`src/rtl/mem_pkg.sv`:
```
// Shared encodings for the M-stage data-memory access path:
// memop codes, exception codes, controller states and access-type helpers.
package mem_pkg;

  typedef enum logic [3:0] {
    MEM_NONE = 4'd0,
    MEM_SW   = 4'd1,
    MEM_SH   = 4'd2,
    MEM_SB   = 4'd3,
    MEM_LW   = 4'd4,
    MEM_LH   = 4'd5,
    MEM_LHU  = 4'd6,
    MEM_LB   = 4'd7,
    MEM_LBU  = 4'd8
  } mem_op_e;

  localparam logic [4:0] EXC_NONE = 5'd0;
  localparam logic [4:0] EXC_ADEL = 5'd4;
  localparam logic [4:0] EXC_ADES = 5'd5;
  localparam logic [4:0] EXC_DBE  = 5'd7;

  typedef enum logic [1:0] {
    ST_IDLE = 2'd0,
    ST_REQ  = 2'd1,
    ST_DONE = 2'd2
  } mac_state_e;

  function automatic logic is_load(input mem_op_e op);
    case (op)
      MEM_LW, MEM_LH, MEM_LHU, MEM_LB, MEM_LBU: return 1'b1;
      default:                                  return 1'b0;
    endcase
  endfunction

  function automatic logic is_store(input mem_op_e op);
    case (op)
      MEM_SW, MEM_SH, MEM_SB: return 1'b1;
      default:                return 1'b0;
    endcase
  endfunction

  // Word accesses need addr[1:0]==0, halfword accesses need addr[0]==0.
  function automatic logic misaligned(input mem_op_e op, input logic [1:0] lo);
    case (op)
      MEM_SW, MEM_LW:          return lo != 2'b00;
      MEM_SH, MEM_LH, MEM_LHU: return lo[0];
      default:                 return 1'b0;
    endcase
  endfunction

endpackage

```
`src/rtl/mem_access_ctrl_load_ext.sv`:
```
// Load-data lane select and sign/zero extension for the M-stage load path.
module load_ext
  import mem_pkg::*;
(
  input  logic [1:0]  addr_lo,
  input  mem_op_e     memop,
  input  logic [31:0] rdata,
  output logic [31:0] data
);

  logic [7:0]  byte_sel;
  logic [15:0] half_sel;

  always_comb begin
    case (addr_lo)
      2'd0:    byte_sel = rdata[7:0];
      2'd1:    byte_sel = rdata[15:8];
      2'd2:    byte_sel = rdata[23:16];
      default: byte_sel = rdata[31:24];
    endcase
    half_sel = addr_lo[1] ? rdata[31:16] : rdata[15:0];

    data = rdata;
    case (memop)
      MEM_LB:  data = {{24{byte_sel[7]}}, byte_sel};
      MEM_LBU: data = {24'd0, byte_sel};
      MEM_LH:  data = {{16{half_sel[15]}}, half_sel};
      MEM_LHU: data = {16'd0, half_sel};
      default: data = rdata;
    endcase
  end

endmodule

```
`src/rtl/mem_access_ctrl.sv`:
```
// M-stage data-memory access controller: store alignment, req/ack bus
// handshake with timeout, pipeline stall and extended load return.
module mem_access_ctrl
  import mem_pkg::*;
#(
  parameter int unsigned TIMEOUT_CYC = 16,
  parameter int unsigned CNT_W       = 5
) (
  input  logic        clk,
  input  logic        reset,
  input  logic        M_valid,
  input  logic        M_flush,
  input  logic [3:0]  M_memop,
  input  logic [31:0] M_addr,
  input  logic [31:0] M_GRF_RD_f,
  output logic        bus_req,
  output logic        bus_we,
  output logic [31:0] bus_addr,
  output logic [3:0]  bus_byteen,
  output logic [31:0] bus_wdata,
  input  logic        bus_ack,
  input  logic [31:0] bus_rdata,
  output logic        stall,
  output logic [31:0] M_ld_data,
  output logic        M_ld_valid,
  output logic        M_exc,
  output logic [4:0]  M_exc_code
);

  localparam logic [CNT_W-1:0] TO_CNT = CNT_W'(TIMEOUT_CYC);

  mac_state_e        state_q, state_d;
  logic [CNT_W-1:0]  cnt_q, cnt_d, cnt_inc;
  logic [31:0]       addr_q, addr_d;
  logic              we_q, we_d;
  logic [3:0]        byteen_q, byteen_d;
  logic [31:0]       wdata_q, wdata_d;
  mem_op_e           op_q, op_d;
  logic [1:0]        lane_q, lane_d;
  logic [31:0]       ld_data_q, ld_data_d;
  logic              err_q, err_d;
  logic              flush_q, flush_d;

  mem_op_e           op_in;
  logic              live_op;
  logic              bad_align;
  logic              accept;
  logic [31:0]       ext_data;

  load_ext u_load_ext (
    .addr_lo (lane_q),
    .memop   (op_q),
    .rdata   (bus_rdata),
    .data    (ext_data)
  );

  assign bus_addr   = addr_q;
  assign bus_we     = we_q;
  assign bus_byteen = byteen_q;
  assign bus_wdata  = wdata_q;
  assign M_ld_data  = ld_data_q;

  always_comb begin
    op_in     = mem_op_e'(M_memop);
    live_op   = M_valid && !M_flush && (op_in != MEM_NONE);
    bad_align = misaligned(op_in, M_addr[1:0]);
    accept    = live_op && !bad_align;
    cnt_inc   = cnt_q + 1'b1;

    state_d    = state_q;
    cnt_d      = cnt_q;
    addr_d     = addr_q;
    we_d       = we_q;
    byteen_d   = byteen_q;
    wdata_d    = wdata_q;
    op_d       = op_q;
    lane_d     = lane_q;
    ld_data_d  = ld_data_q;
    err_d      = err_q;
    flush_d    = flush_q;

    bus_req    = 1'b0;
    stall      = 1'b0;
    M_ld_valid = 1'b0;
    M_exc      = 1'b0;
    M_exc_code = EXC_NONE;

    case (state_q)
      ST_IDLE: begin
        if (accept) begin
          state_d = ST_REQ;
          stall   = 1'b1;
          addr_d  = {M_addr[31:2], 2'b00};
          we_d    = is_store(op_in);
          op_d    = op_in;
          lane_d  = M_addr[1:0];
          cnt_d   = '0;
          err_d   = 1'b0;
          flush_d = 1'b0;
          case (op_in)
            MEM_SB: begin
              byteen_d = 4'b0001 << M_addr[1:0];
              wdata_d  = {4{M_GRF_RD_f[7:0]}};
            end
            MEM_SH: begin
              byteen_d = M_addr[1] ? 4'b1100 : 4'b0011;
              wdata_d  = {2{M_GRF_RD_f[15:0]}};
            end
            MEM_SW: begin
              byteen_d = 4'hF;
              wdata_d  = M_GRF_RD_f;
            end
            default: begin
              byteen_d = 4'hF;
              wdata_d  = '0;
            end
          endcase
        end else if (live_op && bad_align) begin
          M_exc      = 1'b1;
          M_exc_code = is_load(op_in) ? EXC_ADEL : EXC_ADES;
        end
      end

      ST_REQ: begin
        bus_req = 1'b1;
        stall   = 1'b1;
        // A flush cannot retract an issued access; remember it to squash the result.
        if (M_flush) flush_d = 1'b1;
        if (bus_ack) begin
          if (is_load(op_q)) ld_data_d = ext_data;
          state_d = ST_DONE;
        end else begin
          cnt_d = cnt_inc;
          if (cnt_inc == TO_CNT) begin
            state_d = ST_DONE;
            err_d   = 1'b1;
          end
        end
      end

      ST_DONE: begin
        state_d    = ST_IDLE;
        cnt_d      = '0;
        M_ld_valid = is_load(op_q) && !err_q && !flush_q;
        if (err_q) begin
          M_exc      = 1'b1;
          M_exc_code = EXC_DBE;
        end
      end

      default: state_d = ST_IDLE;
    endcase
  end

  always_ff @(posedge clk or negedge reset) begin
    if (!reset) begin
      state_q   <= ST_IDLE;
      cnt_q     <= '0;
      addr_q    <= '0;
      we_q      <= 1'b0;
      byteen_q  <= '0;
      wdata_q   <= '0;
      op_q      <= MEM_NONE;
      lane_q    <= '0;
      ld_data_q <= '0;
      err_q     <= 1'b0;
      flush_q   <= 1'b0;
    end else begin
      state_q   <= state_d;
      cnt_q     <= cnt_d;
      addr_q    <= addr_d;
      we_q      <= we_d;
      byteen_q  <= byteen_d;
      wdata_q   <= wdata_d;
      op_q      <= op_d;
      lane_q    <= lane_d;
      ld_data_q <= ld_data_d;
      err_q     <= err_d;
      flush_q   <= flush_d;
    end
  end

endmodule

```
`config.mk`:
```
export PLATFORM = sky130hd
export DESIGN_NAME = mem_access_ctrl
export DESIGN_NICKNAME = d
export VERILOG_FILES = /design/src/rtl/mem_pkg.sv /design/src/rtl/mem_access_ctrl_load_ext.sv /design/src/rtl/mem_access_ctrl.sv
export SDC_FILE = /design/constraint.sdc
export NUM_CORES = 1
export LEC_CHECK = 0
export ABC_AREA = 1
export CORE_ASPECT_RATIO = 0.7
export CORE_MARGIN = 2
export CORE_UTILIZATION = 45
export CTS_CLUSTER_DIAMETER = 60
export DETAILED_ROUTE_END_ITERATION = 6
export GPL_ROUTABILITY_DRIVEN = 0
export HOLD_SLACK_MARGIN = 0.08
export PLACE_DENSITY = 0.93
export RECOVER_POWER = 100
export SYNTH_ARGS = -nofsm -noshare
export SYNTH_HDL_FRONTEND = slang
export SYNTH_SLANG_ARGS = --single-unit
```
`constraint.sdc`:
```
create_clock -name clk -period 2.8 [get_ports clk]
set_input_delay 0.84 -clock clk [delete_from_list [all_inputs] [get_ports clk]]
set_output_delay 0.84 -clock clk [all_outputs]
set_load 0.05 [all_outputs]
```
==> results of run 1 <==
==> through the flow <==
step,cells,util
final,1182,0.7406
after global routing,1181,0.7404
after CTS,1178,0.7247
after detailed placement,1104,0.6503
after global placement,1104,0.6503
after floorplan,739,-
==> layout by cell type (no fill, tap or decap), drive strengths merged <==
master / Yosys / final
inv: 83 / 92
dlygate4sd3: 0 / 1
nand3: 15 / 15
conb: 1 / 4
a21oi: 75 / 75
nand2: 198 / 198
ha: 1 / 1
and2: 1 / 1
o21ai: 137 / 137
clkinvlp: 0 / 4
clkinv: 0 / 2
diode: 0 / 1
dlygate4sd2: 0 / 3
clkdlybuf4s50: 0 / 193
nor2: 59 / 59
dfrtp: 114 / 114
buf: 32 / 80
nand3b: 1 / 1
dlymetal6s2s: 0 / 1
or2: 1 / 1
o21bai: 7 / 7
nand4: 6 / 6
clkbuf: 5 / 24
==> critical path: cells and delay by family <==
kind,cells,cell delay [ns]
AND/OR/NAND/NOR,7,0.75
buffers and inverters,2,0.26
AO/OA/AOI/OAI,1,0.16
==> power groups by stage <==
stage	Clock, mW	Sequential, mW	Combinational (mW)
2_1_floorplan	0	4.21	1.15
3_3_place_gp	0	2.53	4.29
3_5_place_dp	0	2.56	4.37
4_1_cts	2.08	2.54	4.44
5_1_grt	2.16	2.61	4.76
6_report	2.06	2.54	4.50
==> timing repair <==
| item | in CTS | in global routing |
|---|---|---|
| gates resized for setup | 42 | 53 |
| pin swaps | 14 | 29 |
| cloned | 0 | 3 |
| endpoints found under the setup margin | 6 | 35 |
| setup buffers | 42 | 3 |
==> registers in the layout, summed over array words and instances, names as in the netlist <==
name	count
bus_we	1
err_q	1
bus_addr	30
cnt_q	5
bus_byteen	4
op_q	4
M_ld_data	32
bus_wdata	32
flush_q	1
lane_q	2
state_q	2
==> routing by layer <==
layer,vias to the layer above,wire length [um]
met5,-,0
met4,0,464
met3,38,1507
met2,293,8782
met1,2799,7870
li1,2930,-
==> cells by family after synthesis <==
group,after synthesis,share of synthesized area
buffers and inverters,120,0.1016
AO/OA/AOI/OAI,219,0.1974
other,1,0.0006560
AND/OR/NAND/NOR,281,0.1992
flip-flops,114,0.4990
adder cells (fa/ha/maj),1,0.002188
==> final cells by class <==
type | count | area, um^2
clock buffers | 17 | 425.4
repair buffers | 285 | 2766
multi-input cells | 505 | 2495
inverters | 83 | 317.8
well taps | 162 | 202.7
flip-flops and latches | 114 | 2853
fillers | 908 | 3222
clock inverters | 15 | 137.6
diodes | 1 | 2.502
==> path summary, 6_finish.rpt <==
path | start | endpoint | slack (ns) | cells after the start
min reg2reg | bus_we | bus_we | 0.47 | 2
max in group asynchronous | reset | bus_wdata[25] | 0.70 | 2
min | bus_we | bus_we | 0.47 | 2
max | M_memop[3] | M_exc_code[0] | -0.07 | 10
max reg2reg | op_q[0] | M_ld_data[2] | 0.55 | 8
min in group asynchronous | reset | M_ld_data[27] | 0.61 | 1
==> cell usage after synthesis <==
cell,count
nand3_2,1
nand4_2,1
nor2_4,2
inv_2,3
buf_6,12
nand3b_1,1
o21bai_1,7
buf_2,14
o21ai_0,65
conb_1,1
nand3_1,14
nand2_1,196
nor2_1,54
buf_4,6
clkbuf_1,5
or2_1,1
a21oi_2,1
a21oi_1,73
dfrtp_1,114
ha_1,1
nor2_2,3
inv_1,80
o21ai_1,72
and2_4,1
a21oi_4,1
nand4_1,5
nand2_2,2
==> impl_results.md, run 1 <==
* Sequential group share of total power at 0.280
* # setup viols final at 1
* Initial antenna violation count at 0
* DP Worst Slack at -0.5893 ns
* Vias at 6,060
* Synth area leaders: dfrtp_1 (50%), nand2_1 (13%), a21oi_1 (6.4%), o21ai_1 (6.3%), o21ai_0 (5.7%)
* Core box area at 0.01242 mm^2
* Met1 Use GR at 0.3605
* Vias in the first global route at 5,933
* CP max stage delay at 0.17 ns
* Outcome: complete, but fails checks
* Met2 GRT Util at 0.4307
* Crit Path Class: primary input to output pin
* Critical path cell sequence: buf_8, nor2_4, nand2_2, nand2_2, nand2_4, and2_4, nor2_4, nand2_4, o21ai_4, buf_12
* Initial Util at 0.4602
* Hold Path Class: register to register
* Boundary Pins at 215
* DRC at 0
* DR WL/cell at 15.76 um
* Worst slew margin at 0.3044
* Met3 Use GR at 0.06327
* Mapped Area at 0.005717 mm^2
* CTS sink cnt at 114
* Global route hottest layer: met2
* CTS clk-pin slew, worst paths at 0.06 ns
* Critical path's slowest cell: and2_4
* Psw at 4.256 mW
* CTS Buf Count at 17
* Hpwl dp at 12.36 mm
* CTS tree: yes
* Final period util at 1.025
* Post-route setup slack at -0.06899 ns
* CP Capture Type: output pin
* Netlist cell types at 27
* PD cells at 988.7 mW/mm^2
* Setup TNS at -0.06899 ns
* Area delta synth->final at 60.93%
* Failing checks: setup timing
* Die W at 138.7 um
* Synthesized area per cell at 7.767 um^2
* Seq/Total Area, Yosys at 0.4990
* H-tree depth at 4
* Clk pwr share at 0.226
* Nets@finish at 1,112
* Net Sw Frac at 0.4678
* Antenna Nets Post-Route at 0
* Post-synth top area share at 0.4990
* Input/output buffers at 210
* Share of layout cells above drive strength 1 at 0.1688
* Max Transition Viols Final at 0
* Max_cap viols at 0
* Crit start category: primary input
* 1st-pass router iterations at 6
* Largest net degree at the start of global routing at 105
* Critical path required time at 1.96 ns
* Synth warn at 0
* CP arrival at 2.03 ns
* RSZ-0062 raised after global routing: yes
* Congestion Overflow GR at 0
* Detailed Route Iter0 Violations at 557
* Placement Cell Area at 0.008078 mm^2
* Final instance area at 0.009200 mm^2
* Period minus WS final at 2.869 ns
* Worst-Margin Slew at 1.043 ns
* Pleak at 4.330 nW
* Synth area leader: dfrtp_1
* GRT Total Usage at 0.2677
* Synthesized netlist cell count at 736
* First-pass GRT wire length at 29.46 mm
* Cell row count at 34
* Comb pwr share at 0.494
* CTS Hold Bufs at 0
* Clock root buffer: clkbuf_16
* WL final at 18.62 mm
* Synth Register Bits at 114
* Worst VDD drop at 0.0009155 V
* Critical path peak fanout at 4
* Power Total at 9.096 mW
* Worst-Skew Late Latency at 0.40 ns
* Die height at 98.30 um
* Area of the die at 0.01364 mm^2
* CTS Buffer Depth at 2
* Int Pwr at 4.841 mW
* Fmax achieved at 0.3486 GHz
* Final Skew at 0.005520 ns
* Vias/cell at 5.127
* Hold Slack at 0.4737 ns
* Final hold vios at 0
Note: power is estimated with default switching activity, not from simulation.
==> run 2, diff against run 1 <==
--- a/config.mk
+++ b/config.mk
@@ -6,6 +6,7 @@
 export NUM_CORES = 1
 export LEC_CHECK = 0
 export ABC_AREA = 1
+export CAP_MARGIN = 20
 export CORE_ASPECT_RATIO = 0.7
 export CORE_MARGIN = 2
 export CORE_UTILIZATION = 45
@@ -13,6 +14,7 @@
 export DETAILED_ROUTE_END_ITERATION = 6
 export GPL_ROUTABILITY_DRIVEN = 0
 export HOLD_SLACK_MARGIN = 0.08
+export MAX_ROUTING_LAYER = met4
 export PLACE_DENSITY = 0.93
 export RECOVER_POWER = 100
 export SYNTH_ARGS = -nofsm -noshare
==> run 2 against run 1 <==
The flow still finishes with violations (setup timing). Clock power is essentially flat. Critical endpoint unchanged. Die area unchanged. Register-to-register slack about the same. Largest cell class unchanged. Critical path type unchanged. Global-route usage up 0.88 points. Core utilization stayed put. Sequential power barely moved. Worst setup slack worse by 0.0030 ns. Via count barely moved. Largest power group unchanged. Power hardly changed.
==> impl_results.md, run 2 (synthesis gave the netlist of run 1 again) <==
* Area delta synth->final at 60.93% (unchanged)
* Die W at 138.7 um (unchanged)
* Share of layout cells above drive strength 1 at 0.1688 (unchanged)
* CTS Buffer Depth at 2 (unchanged)
* Failing checks: setup timing
* Fmax achieved at 0.3482 GHz (-0.10%)
* Max Transition Viols Final at 0 (unchanged)
* Initial Util at 0.4602 (unchanged)
* Final period util at 1.026 (+0.001071)
* CTS sink cnt at 114 (unchanged)
* Critical path required time at 1.96 ns (about the same)
* Period minus WS final at 2.872 ns (+0.002998 ns)
* DR WL/cell at 15.78 um (+0.16%)
* Pleak at 4.330 nW (unchanged)
* WL final at 18.65 mm (+0.16%)
* Hold Path Class: register to register
* First-pass GRT wire length at 29.45 mm (about the same)
* Hpwl dp at 12.36 mm (unchanged)
* CTS Buf Count at 17 (unchanged)
* Core box area at 0.01242 mm^2 (unchanged)
* Critical path peak fanout at 4 (unchanged)
* CP arrival at 2.03 ns (about the same)
* PD cells at 989.4 mW/mm^2 (about the same)
* Commonest non-fill, non-tap cell in the layout: clkdlybuf4s50_1
* Max_cap viols at 0 (unchanged)
* Final Skew at 0.006557 ns (+0.001038 ns)
* DP Worst Slack at -0.5893 ns (unchanged)
* Crit start category: primary input
* # setup viols final at 1 (unchanged)
* Clock root buffer: clkbuf_16
* Vias in the first global route at 5,942 (+0.15%)
* Most frequent cells in the layout: clkdlybuf4s50_1 (193), nand2_1 (181), dfrtp_1 (114)
* Crit Path Class: primary input to output pin
* RSZ-0062 raised after global routing: yes
* Cell row count at 34 (unchanged)
* Area of the die at 0.01364 mm^2 (unchanged)
* Finished Core Util at 0.7406 (unchanged)
* Post-route setup slack at -0.07199 ns (-0.002998 ns)
* Vias at 6,059 (-0.017%)
* Nets@finish at 1,112 (unchanged)
* Worst VDD drop at 0.0009221 V (+0.72%)
* Die height at 98.30 um (unchanged)
* CTS tree: yes
* Final hold vios at 0 (unchanged)
* Initial antenna violation count at 0 (unchanged)
* Input/output buffers at 210 (unchanged)
* Vias/cell at 5.126 (about the same)
* Detailed Route Iter0 Violations at 479 (-14%)
* Boundary Pins at 215 (unchanged)
* Largest net degree at the start of global routing at 105 (unchanged)
* CTS clk-pin slew, worst paths at 0.06 ns (about the same)
* H-tree depth at 4 (unchanged)
* 1st-pass router iterations at 5 (-1)
* Worst slew margin at 0.3141 (+0.009751)
* Worst-Skew Late Latency at 0.40 ns (about the same)
* CP Capture Type: output pin
* Outcome: complete, but fails checks
* DRC at 0 (unchanged)
* GRT Total Usage at 0.2765 (+0.008826)
* Worst-Margin Slew at 1.029 ns (-0.01463 ns)
* Congestion Overflow GR at 0 (unchanged)
* Antenna Nets Post-Route at 0 (unchanged)
run 2: cell counts in the layout (fill, tap and decap cells not counted):
No cell type changed its count.
run 2: what timing repair did:
item                                    in CTS  in global routing
resized for setup                           42                 53
hold buffers                                 0                  0
pin swaps                                   14                 29
gates cloned                                 0                  3
endpoints found under the setup margin       6                 35
buffers inserted                            42                  3
hold endpoints to repair                     0                  0
run 2: per-layer routing:
| layer | global-route usage | vias up | routed length (um) |
|---|---|---|---|
| met3 | 0.05836 | 37 | 1462 |
| li1 | - | 2923 | - |
| met2 | 0.4296 | 297 | 8809 |
| met1 | 0.3652 | 2802 | 7926 |
| met4 | 0.09324 | 0 | 454 |
| met5 | - | - | 0 |
run 2: cell type report:
class | count | area [um^2]
antenna | 1 | 2.502
clock buffer | 17 | 425.4
clock inverter | 15 | 137.6
fill | 908 | 3222
inverter | 83 | 317.8
multi-input combinational | 505 | 2495
sequential | 114 | 2853
tap | 162 | 202.7
timing repair buffer | 285 | 2766
run 2: critical path, cell delays in order:
cell     delay, ns
buf_8         0.11
nor2_4        0.16
nand2_2       0.09
nand2_2       0.10
nand2_4       0.06
and2_4        0.17
nor2_4        0.10
nand2_4       0.08
o21ai_4       0.16
buf_12        0.15
run 2: through the flow:
step           power (mW)  instance area (um^2)  setup TNS, ns  cells  hold WS, ns
5_1_grt             9.539                  9198        -0.4686   1181       0.5082
4_1_cts             9.059                  9002       -0.04746   1178       0.4337
3_5_place_dp        6.924                  8078         -22.27   1104       0.4614
2_1_floorplan       5.364                  5739       -0.02242    739       0.4588
6_report            9.103                  9200       -0.07199   1182       0.4737
3_3_place_gp        6.823                  8078         -19.56   1104       0.4526
run 2: report_power, final:
part / internal (mW) / switching, mW / total, mW
clock: 1.17 / 0.883 / 2.06
combinational: 1.48 / 3.02 / 4.50
sequential: 2.19 / 0.357 / 2.54
total: 4.84 / 4.26 / 9.10
run 2: path summary, 6_finish.rpt:
kind | startpoint | endpoint | slack (ns) | depth (start not counted)
setup / recovery | M_memop[3] | M_exc_code[0] | -0.07 | 10
setup reg to reg | op_q[0] | M_ld_data[2] | 0.55 | 8
hold / removal | bus_we | bus_we | 0.47 | 2
max in group asynchronous | reset | bus_wdata[23] | 0.72 | 2
min in group asynchronous | reset | M_ld_data[27] | 0.61 | 1
hold reg to reg | bus_we | bus_we | 0.47 | 2
